## src/rtl/bram_stream_reader.sv

```systemverilog
// bram_stream_reader
// Read-side controller for a simple dual-port block RAM with a 1-cycle
// registered read. A start command sweeps base + k*stride over the read port.
// The returned words leave as a valid/ready stream with a last-beat marker.
// A 2-entry output FIFO with credit-based issue absorbs the RAM latency.
// raddr is the address register itself. The RAM reads it every cycle, and the
// issue flag marks which returned words belong to the stream.
module bram_stream_reader #(
  parameter int DLEN = 32,
  parameter int HLEN = 5
) (
  input  logic            clk,
  input  logic            reset,
  input  logic            start,
  input  logic [HLEN-1:0] base_addr,
  input  logic [HLEN-1:0] stride,
  input  logic [HLEN:0]   len,
  output logic [HLEN-1:0] raddr,
  input  logic [DLEN-1:0] rdata,
  output logic [DLEN-1:0] m_data,
  output logic            m_valid,
  output logic            m_last,
  input  logic            m_ready,
  output logic            busy,
  output logic            done
);

  localparam logic [1:0] S_IDLE  = 2'd0;
  localparam logic [1:0] S_RUN   = 2'd1;
  localparam logic [1:0] S_DRAIN = 2'd2;

  localparam logic [HLEN:0] ONE = (HLEN+1)'(1);

  logic [1:0]      state;
  logic [HLEN-1:0] stride_q;
  logic [HLEN:0]   remaining;      // reads still to issue, including the one at raddr
  logic            inflight;       // a read issued last cycle returns on rdata now
  logic            inflight_last;  // that read carries the final word

  logic [DLEN-1:0] fifo_data [2];  // entry 0 is the head
  logic [1:0]      fifo_last;
  logic [1:0]      fifo_count;

  logic       issue;
  logic       last_issue;
  logic       pop;
  logic       push;
  logic       last_pop;
  logic       accept;
  logic       wr_slot0;
  logic [2:0] occupancy;

  // Issue, transfer and command-accept decisions for the current cycle.
  // NOTE: every signal gets a value on every path through always_comb; a
  // missing default would infer a latch.
  always_comb begin
    pop        = m_valid & m_ready;
    push       = inflight;
    last_pop   = pop & m_last;
    occupancy  = {1'b0, fifo_count} + {2'b00, inflight};
    issue      = (state == S_RUN) && (remaining != '0) &&
                 (occupancy < (3'd2 + {2'b00, pop}));
    last_issue = issue && (remaining == ONE);
    accept     = start && (state == S_IDLE) && !done;
    wr_slot0   = (fifo_count == 2'd0) || ((fifo_count == 2'd1) && pop);
  end

  // Command FSM, address generation and read tracking.
  // NOTE: sequential state is updated only with non-blocking assignments, so
  // every always_ff reads the pre-edge values of its peers.
  always_ff @(posedge clk or posedge reset) begin
    if (reset) begin
      state         <= S_IDLE;
      raddr         <= '0;
      stride_q      <= '0;
      remaining     <= '0;
      inflight      <= 1'b0;
      inflight_last <= 1'b0;
      busy          <= 1'b0;
      done          <= 1'b0;
    end else begin
      done          <= 1'b0;
      inflight      <= issue;
      inflight_last <= last_issue;
      case (state)
        S_IDLE: begin
          if (accept) begin
            if (len != '0) begin
              state     <= S_RUN;
              busy      <= 1'b1;
              raddr     <= base_addr;
              stride_q  <= stride;
              remaining <= len;
            end else begin
              done <= 1'b1;
            end
          end
        end
        S_RUN: begin
          if (issue) begin
            remaining <= remaining - ONE;
            // Hold the final address once it has been issued.
            if (last_issue) state <= S_DRAIN;
            else            raddr <= raddr + stride_q;
          end
        end
        S_DRAIN: begin
          if (last_pop) begin
            state <= S_IDLE;
            busy  <= 1'b0;
            done  <= 1'b1;
          end
        end
        default: state <= S_IDLE;
      endcase
    end
  end

  // Two-entry shift FIFO: a pop shifts entry 1 into the head. A push writes the
  // first free slot after that pop. The credit rule keeps it from overflowing.
  // NOTE: the FIFO storage is reset along with the control because its head
  // drives m_data directly and must read 0 out of reset.
  always_ff @(posedge clk or posedge reset) begin
    if (reset) begin
      fifo_data[0] <= '0;
      fifo_data[1] <= '0;
      fifo_last    <= '0;
      fifo_count   <= '0;
    end else begin
      if (pop) begin
        fifo_data[0] <= fifo_data[1];
        fifo_last[0] <= fifo_last[1];
      end
      if (push) begin
        if (wr_slot0) begin
          fifo_data[0] <= rdata;
          fifo_last[0] <= inflight_last;
        end else begin
          fifo_data[1] <= rdata;
          fifo_last[1] <= inflight_last;
        end
      end
      case ({push, pop})
        2'b10:   fifo_count <= fifo_count + 2'd1;
        2'b01:   fifo_count <= fifo_count - 2'd1;
        default: fifo_count <= fifo_count;
      endcase
    end
  end

  assign m_valid = (fifo_count != 2'd0);
  assign m_data  = fifo_data[0];
  assign m_last  = m_valid & fifo_last[0];

endmodule
```

## config.mk

```make
export PLATFORM = sky130hd
export DESIGN_NAME = bram_stream_reader
export DESIGN_NICKNAME = d
export VERILOG_FILES = /design/src/rtl/bram_stream_reader.sv
export SDC_FILE = /design/constraint.sdc
export NUM_CORES = 1
export LEC_CHECK = 0
export ABC_AREA = 1
export CORE_AREA = 2 2 103 105
export CTS_BUF_LIST = sky130_fd_sc_hd__clkbuf_8
export CTS_CLUSTER_DIAMETER = 200
export DETAILED_ROUTE_END_ITERATION = 16
export DIE_AREA = 0 0 105 107
export PLACE_DENSITY = 0.71
export SLEW_MARGIN = 10
export SYNTH_ARGS = -nofsm -noshare
export SYNTH_HDL_FRONTEND = slang
export SYNTH_SLANG_ARGS = --single-unit
```

## constraint.sdc

```tcl
create_clock -name clk -period 5.85 [get_ports clk]
set_input_delay 1.17 -clock clk [delete_from_list [all_inputs] [get_ports clk]]
set_output_delay 1.17 -clock clk [all_outputs]
set_load 0.005 [all_outputs]
```

==> results.py <==
metrics = {
    "run_status": {
        "outcome": "finished clean",
    },
    "route": {
        "drtIter0Drc": 128,
        "wl_per_cell_um": 13.1,
        "remaining_drc_errors": 0,
        "drtAntennaViolNets": 0,
        "drt-total-wl_um": 8810,
        "num_vias": 3323,
        "viasPerCell": 4.94,
        "firstDrtPassIters": 4,
    },
    "grt": {
        "antenna_found_initial": 0,
        "grt_pass1_vias": 3241,
        "grt.total_usage_pct": 16.6,
        "gr-total-overflow": 0,
        "grt_max_degree": 78,
        "grt_pass1_wl_um": 15200,
    },
    "timing": {
        "rsz0062_at_grt": "false",
        "skew_ps": 13.2,
        "hold_viol_final": 0,
        "finalSetupViolCount": 0,
        "setup_ws_ps": 3000,
        "fin_crit_ps": 2850,
        "setup_tns_ps": 0,
        "finalMaxSlewViolations": 0,
        "fmax_mhz": 351,
        "timing.final.crit_share_pct": 48.7,
        "whs_ps": 493,
        "slew_headroom_pct": 27.6,
        "worstMarginPinSlew_ps": 1080,
    },
    "clocking": {
        "cts_buffer_depth": 2,
        "cts.sinks": 90,
        "cts_resized": 0,
        "cts_buffers": 9,
        "cts_tree": "done",
        "root_buffer": "clkbuf_8",
        "cts_setup_buffers": 0,
        "htreeDepth": 3,
        "path_clk_slew_ps": 90,
        "clkLatencyLatePin_ps": 350,
        "cts-hold-fix-buffers": 0,
    },
    "flow_run": {
        "maxCapViolations": 0,
    },
    "setup_path": {
        "cp_cell_sequence": "inv_1, ha_1, nor2_1, clkdlybuf4s50_1",
        "cp_slowest_cell": "clkdlybuf4s50_1",
        "critical_path_required_ps": 4680,
        "r2r_cells": 9,
        "startpoint_type": "flop",
        "max_stage_delay_ps": 510,
        "critPathLaunch": "fifo_count[0]$_DFFE_PP0P_",
        "crit_type": "reg2out",
        "reg2reg_from": "fifo_count[0]$_DFFE_PP0P_",
        "cp_max_fo": 4,
        "reg2reg_slack_ps": 3650,
        "worstPathArrival_ps": 1680,
        "rr_endpoint": "fifo_count[1]$_DFFE_PP0P_",
        "cp-end-kind": "output port",
    },
    "yosys": {
        "ys_types": 30,
        "synth-edff-count": 0,
        "ys_top_cells_by_area": "dfrtp_1 51%, nand2_1 10%, mux2_2 6.8%",
        "syn_inst": 477,
        "synth_top_area_share_pct": 50.6,
        "yosysSeqAreaShare_pct": 50.6,
        "synthArstFlopShare_pct": 100,
        "yosysMostFrequentCell": "nand2_1",
        "synth_area_leader_cell": "dfrtp_1",
        "ys_ff_latch": 90,
        "yosysWarnings": 0,
        "syn_nets": 542,
        "synthesis.area_sq_mm": 0.00445,
        "ys.flop_type": "dfrtp_1",
        "synth_common_cells": "124 x nand2_1, 90 x dfrtp_1, 46 x nor2_1",
        "postSynthAreaPerCell_sq_um": 9.34,
    },
    "place": {
        "pre_cts_slack_ps": 2710,
        "dp_hpwl_um": 6220,
        "port_buffers": 92,
        "place.gp.congestion": 0.825,
    },
    "hold_path": {
        "hold_end": "stride_q[0]$_DFFE_PP0P_",
        "min_path_cells": 2,
        "worstHoldPathType": "reg2reg",
        "min_from": "stride_q[0]$_DFFE_PP0P_",
    },
    "die": {
        "rows": 37,
        "initial_utilization_pct": 44.1,
        "ios": 93,
        "chipHeight_um": 107,
        "die_w_um": 105,
        "core-area_sq_mm": 0.0101,
        "die-area_sq_mm": 0.0112,
    },
    "layout": {
        "antenna_cells": 0,
        "multiInputGateArea_sq_mm": 0.00177,
        "nNetsFinal": 597,
        "seqCellArea_sq_mm": 0.00225,
        "syn2layout_area_growth_pct": 21.8,
        "drive_above_1_share_pct": 11.9,
        "final_core_util_pct": 53.8,
        "fillCellCount": 979,
    },
    "pwr": {
        "peakVddDrop_v": 0.000298,
        "p_leak_nw": 2.45,
        "power.density_mw_per_mm2": 566,
    },
}
==> per-stage QoR <==
step | cells | area, sq um | total power [W]
floorplan | 477 | 4450 | 0.00232
global placement | 657 | 5240 | 0.00265
detailed placement | 657 | 5240 | 0.00271
CTS | 673 | 5430 | 0.00311
global route | 673 | 5430 | 0.00338
finish | 673 | 5430 | 0.00307
==> registers in the layout (all words and copies together) (netlist names) <==
name	flops
m_data	32
remaining	6
stride_q	5
raddr	5
busy	1
done	1
fifo_data	32
fifo_last	2
inflight_last	1
inflight	1
fifo_count	2
state	2
==> kinds of logic after synthesis <==
| family | Yosys count | share of synthesized area [%] |
|---|---|---|
| xor+xnor | 4 | 0.786 |
| buf+inv | 81 | 9.97 |
| simple gates | 196 | 19.0 |
| compound gates | 63 | 8.37 |
| flops | 90 | 50.6 |
| mux | 30 | 7.50 |
| fa+ha+maj | 13 | 3.82 |
==> critical path: cells and delay by family (launching register included) <==
kind,cells,cell delay [ps]
DFF,1,430
adders and majority gates,1,220
and+or+nand+nor,1,120
buffers and inverters,2,570
==> power breakdown <==
group / internal [W] / total (W) / switching [W]
clock network: 0.000163 / 0.000397 / 0.000235
logic: 0.000770 / 0.00155 / 0.000777
registers: 0.000942 / 0.00113 / 0.000184
==> per-layer routing <==
metal / part of all wire, % / vias to the layer above / global-route usage [%] / wire length, um
met5: 0 / - / 0 / 0
met2: 46 / 114 / 27.1 / 4060
met4: 0.59 / 0 / 4.00 / 52
met3: 6.2 / 6 / 3.71 / 550
met1: 47 / 1572 / 22.5 / 4140
li1: - / 1631 / - / -
==> layout by cell type, fill, tap and decap left out, drive strengths merged <==
cell type / netlist / final
nand2: 128 / 128
clkdlybuf4s50: 0 / 92
dfrtp: 90 / 90
nor2: 48 / 48
inv: 31 / 34
a31oi: 33 / 33
mux2: 27 / 27
o21ai: 22 / 22
nand3: 15 / 15
ha: 12 / 12
clkbuf: 2 / 9
a21oi: 6 / 6
xnor2: 4 / 4
mux2i: 3 / 3
nand3b: 2 / 2
clkinv: 0 / 2
clkinvlp: 0 / 2
buf: 48 / 2
nor3: 2 / 2
nand4: 1 / 1
o31ai: 1 / 1
o211ai: 1 / 1
fa: 1 / 1
==> worst max path at each step <==
stage               cells after the start                        end
floorplan                               1           busy$_DFFE_PP0P_
global placement                        7  fifo_count[1]$_DFFE_PP0P_
detailed placement                      7  fifo_count[1]$_DFFE_PP0P_
CTS                                     4                     m_last
global route                            4                     m_last
finish                                  4                     m_last
==> final cells by class <==
type	count	share of cell area, %
clock buffers	9	2.28
clock inverters	7	1.11
inverters	31	2.17
multi-input cells	306	32.5
flip-flops and latches	90	41.5
well taps	136	3.14
repair buffers	94	17.3
Note: power is estimated with default switching activity, not from simulation.
==> edit, RTL diff (same settings) <==
Reset style: synchronous (`reset`), changed in 2 clocked blocks.
--- a/src/rtl/bram_stream_reader.sv
+++ b/src/rtl/bram_stream_reader.sv
@@ -68,7 +68,7 @@
   // Command FSM, address generation and read tracking.
   // NOTE: sequential state is updated only with non-blocking assignments, so
   // every always_ff reads the pre-edge values of its peers.
-  always_ff @(posedge clk or posedge reset) begin
+  always_ff @(posedge clk) begin
     if (reset) begin
       state         <= S_IDLE;
       raddr         <= '0;
@@ -120,7 +120,7 @@
   // first free slot after that pop. The credit rule keeps it from overflowing.
   // NOTE: the FIFO storage is reset along with the control because its head
   // drives m_data directly and must read 0 out of reset.
-  always_ff @(posedge clk or posedge reset) begin
+  always_ff @(posedge clk) begin
     if (reset) begin
       fifo_data[0] <= '0;
       fifo_data[1] <= '0;
Behaviour: differs if reset is asserted again (counterexample within 4 cycles, from zero or initial values and one cycle with reset high); with reset held inactive, the same outputs for 10 cycles.
==> edit against the original RTL <==
  * Cell area unchanged
  * Final cell count up 3.0%
  * Register-to-register slack worse by 0.82 ns
  * Sequential cell count unchanged
  * Worst hold slack worse by 0.028 ns
  * Setup slack worse by 0.99 ns
  * Core utilization unchanged
  * Fmax down 26%
  * Wire length down 0.23%
  * Area after synthesis up 0.31%
Power is not compared: it rests on default switching activity, and its combinational part moved more than twofold at a synthesized area within 25%.
==> edit: results (changes against the original RTL) <==
Status:
- The run finished with clean final reports.

Setup path:
- The timing endpoint of the critical path is fifo_data[0][17].
- The top fanout value on the critical path is 33 (+29).
- The cell depth of the worst flop-to-flop path is 7 (-2).
- The data arrival time of the critical path came to 3.68 ns (+2.00 ns).
- The minimum setup slack among reg-to-reg paths is 2.83 ns (-0.82 ns).
- In this run the worst setup path begins at reset.
- The startpoint of the lowest-slack register-to-register path is fifo_count[0].

Placement:
- The half-perimeter wire length after detailed placement was 6054 um (-2.6%).
- The total cell area at the placement stage is 0.005250 mm^2 (+0.17%).
- The routability congestion estimate is 0.8400 (+1.9%).
- The number of port buffers was 92 (unchanged).
- The number of placed instances with taps included is 677 (+3.0%).
- The worst setup slack before clock tree synthesis came to 1.593 ns (-1.121 ns).

Yosys:
- The compound-gate portion of the synthesized area is 4.649% (-3.7 points).
- Ranked by instance count, the synthesized netlist is headed by nor2_1 (135), edfxtp_1 (64), inv_1 (55), nand2_1 (39), buf_4 (35).
- The adder-cell area share of the yosys netlist is 3.808% (-0.012 points).
- The fraction of synthesized cell area in xor and xnor cells is 0.5881% (-0.20 points).
- The share of flip-flops with an asynchronous set or reset after synthesis came to 0% (-100 points).
- The share of synthesized area occupied by flip-flops and latches is 54.66% (+4.1 points).
- The gate count after technology mapping was 495 (+3.8%).
- The number of synthesized flops with an enable pin is 64 (+64).
- The net count of the mapped netlist was 560 (+3.3%).
- Sorting the synthesized cells by area gives the leading types as edfxtp_1 (43%), dfxtp_1 (12%), nor2_1 (11%).
- nor2_1 is the most common cell in the netlist.
- The mux share of post-synthesis cell area came to 0% (-7.5 points).
- The number of distinct library cell variants in the gate-level netlist after synthesis came to 35 (+17%).

Timing:
- The transition time at the pin with the least slew margin was 0.8249 ns (-0.2569 ns).
- The final-layout worst hold slack is 0.4654 ns (-0.02782 ns).
- The peak clock frequency supported by timing is 0.2603 GHz (-26%).
- The final setup skew is 0.01221 ns (-0.0009555 ns).

CTS:
- The root buffer cell is clkbuf_8.
- The clock transition time at the flip-flop clock pins of the worst setup and hold paths is 0.08 ns.
- The CTS H-tree depth was 3 (unchanged).
- The clock latency of the later-clocked register in the worst-skew pair is 0.35 ns (about the same).
- The maximum buffer depth of the clock tree is 2 (unchanged).

GRT:
- The wire length of the first global-routing pass is 14230 um (-6.2%).
- The combined global-route utilization of all metal layers is 15.75% (-0.81 points).
- The pin count of the biggest net entering global routing is 65 (-17%).
- The via count of the first global-routing pass is 3011 (-7.1%).

Cells and area:
- The number of filler instances in the final layout was 963 (-1.6%).
- The final standard cell count with taps included and fillers excluded is 693 (+3.0%).
- The fraction of layout instances using a drive strength above 1 is 7.002% (-4.9 points).
- The count of nets after finishing is 617 (+3.4%).

Pwr:
- The static leakage is 2.256 nW.

Drt:
- The final wirelength is 8787 um (-0.23%).
- The number of vias after detailed routing came to 3306 (-0.51%).
- The first-pass iteration count of the detailed router was 5 (+1).
- The first-iteration detailed-routing DRC count was 141 (+10%).

Hold path:
- The launch point of the worst hold path is fifo_last[1].
- The endpoint of the worst hold path is fifo_last[1].
## edit: cell types whose count changed in the layout (fill, tap and decap cells not counted), sizes merged, moves of 3 or more
cell    before  now
nor2        48  139
nor3         2   34
edfxtp       0   64
mux2        27    0
nand4        1    4
inv         34   61
o21ai       22   19
dfxtp        0   26
mux2i        3    0
a21oi        6   15
a31oi       33    0
dfrtp       90    0
nand2      128   45
## edit: cells by family (layout without fill, tap and decap cells)
family                   count (synthesis)  in the layout
AND/OR/NAND/NOR                        243            243
buffers and inverters                  109            171
flip-flops                              90             90
adder cells (fa/ha/maj)                 13             13
XOR/XNOR                                 3              3
AO/OA/AOI/OAI                           37             37
## edit: metal layers
metal / GRT usage, % / vias to the layer above / routed length (um) / part of all wire (%)
met5: 0 / - / 0 / 0
met3: 3.222 / 10 / 657 / 7.5
li1: - / 1678 / - / -
met2: 25.65 / 120 / 4019 / 46
met4: 4.286 / 0 / 85 / 0.97
met1: 21.48 / 1498 / 4024 / 46
## edit: power breakdown
| part | internal, mW | switching (mW) |
|---|---|---|
| Clock | 0.157 | 0.224 |
| Combinational | 0.242 | 0.276 |
| Sequential | 0.816 | 0.0464 |
## edit: area by class of cell
class / instances / area [um^2] / share of cell area (%)
Clock buffer: 9 / 123.9 / 2.283
Clock inverter: 7 / 51.30 / 0.9456
Inverter: 60 / 225.2 / 4.151
Multi-Input combinational cell: 296 / 1469 / 27.08
Sequential cell: 90 / 2442 / 45.02
Tap cell: 136 / 170.2 / 3.137
Timing Repair Buffer: 95 / 943.4 / 17.39
## edit: worst max-delay path, stage by stage
cell and delay (ns):
clkdlybuf4s50_1 0.66, inv_1 0.41, nand2_2 0.63, nand3_2 0.80
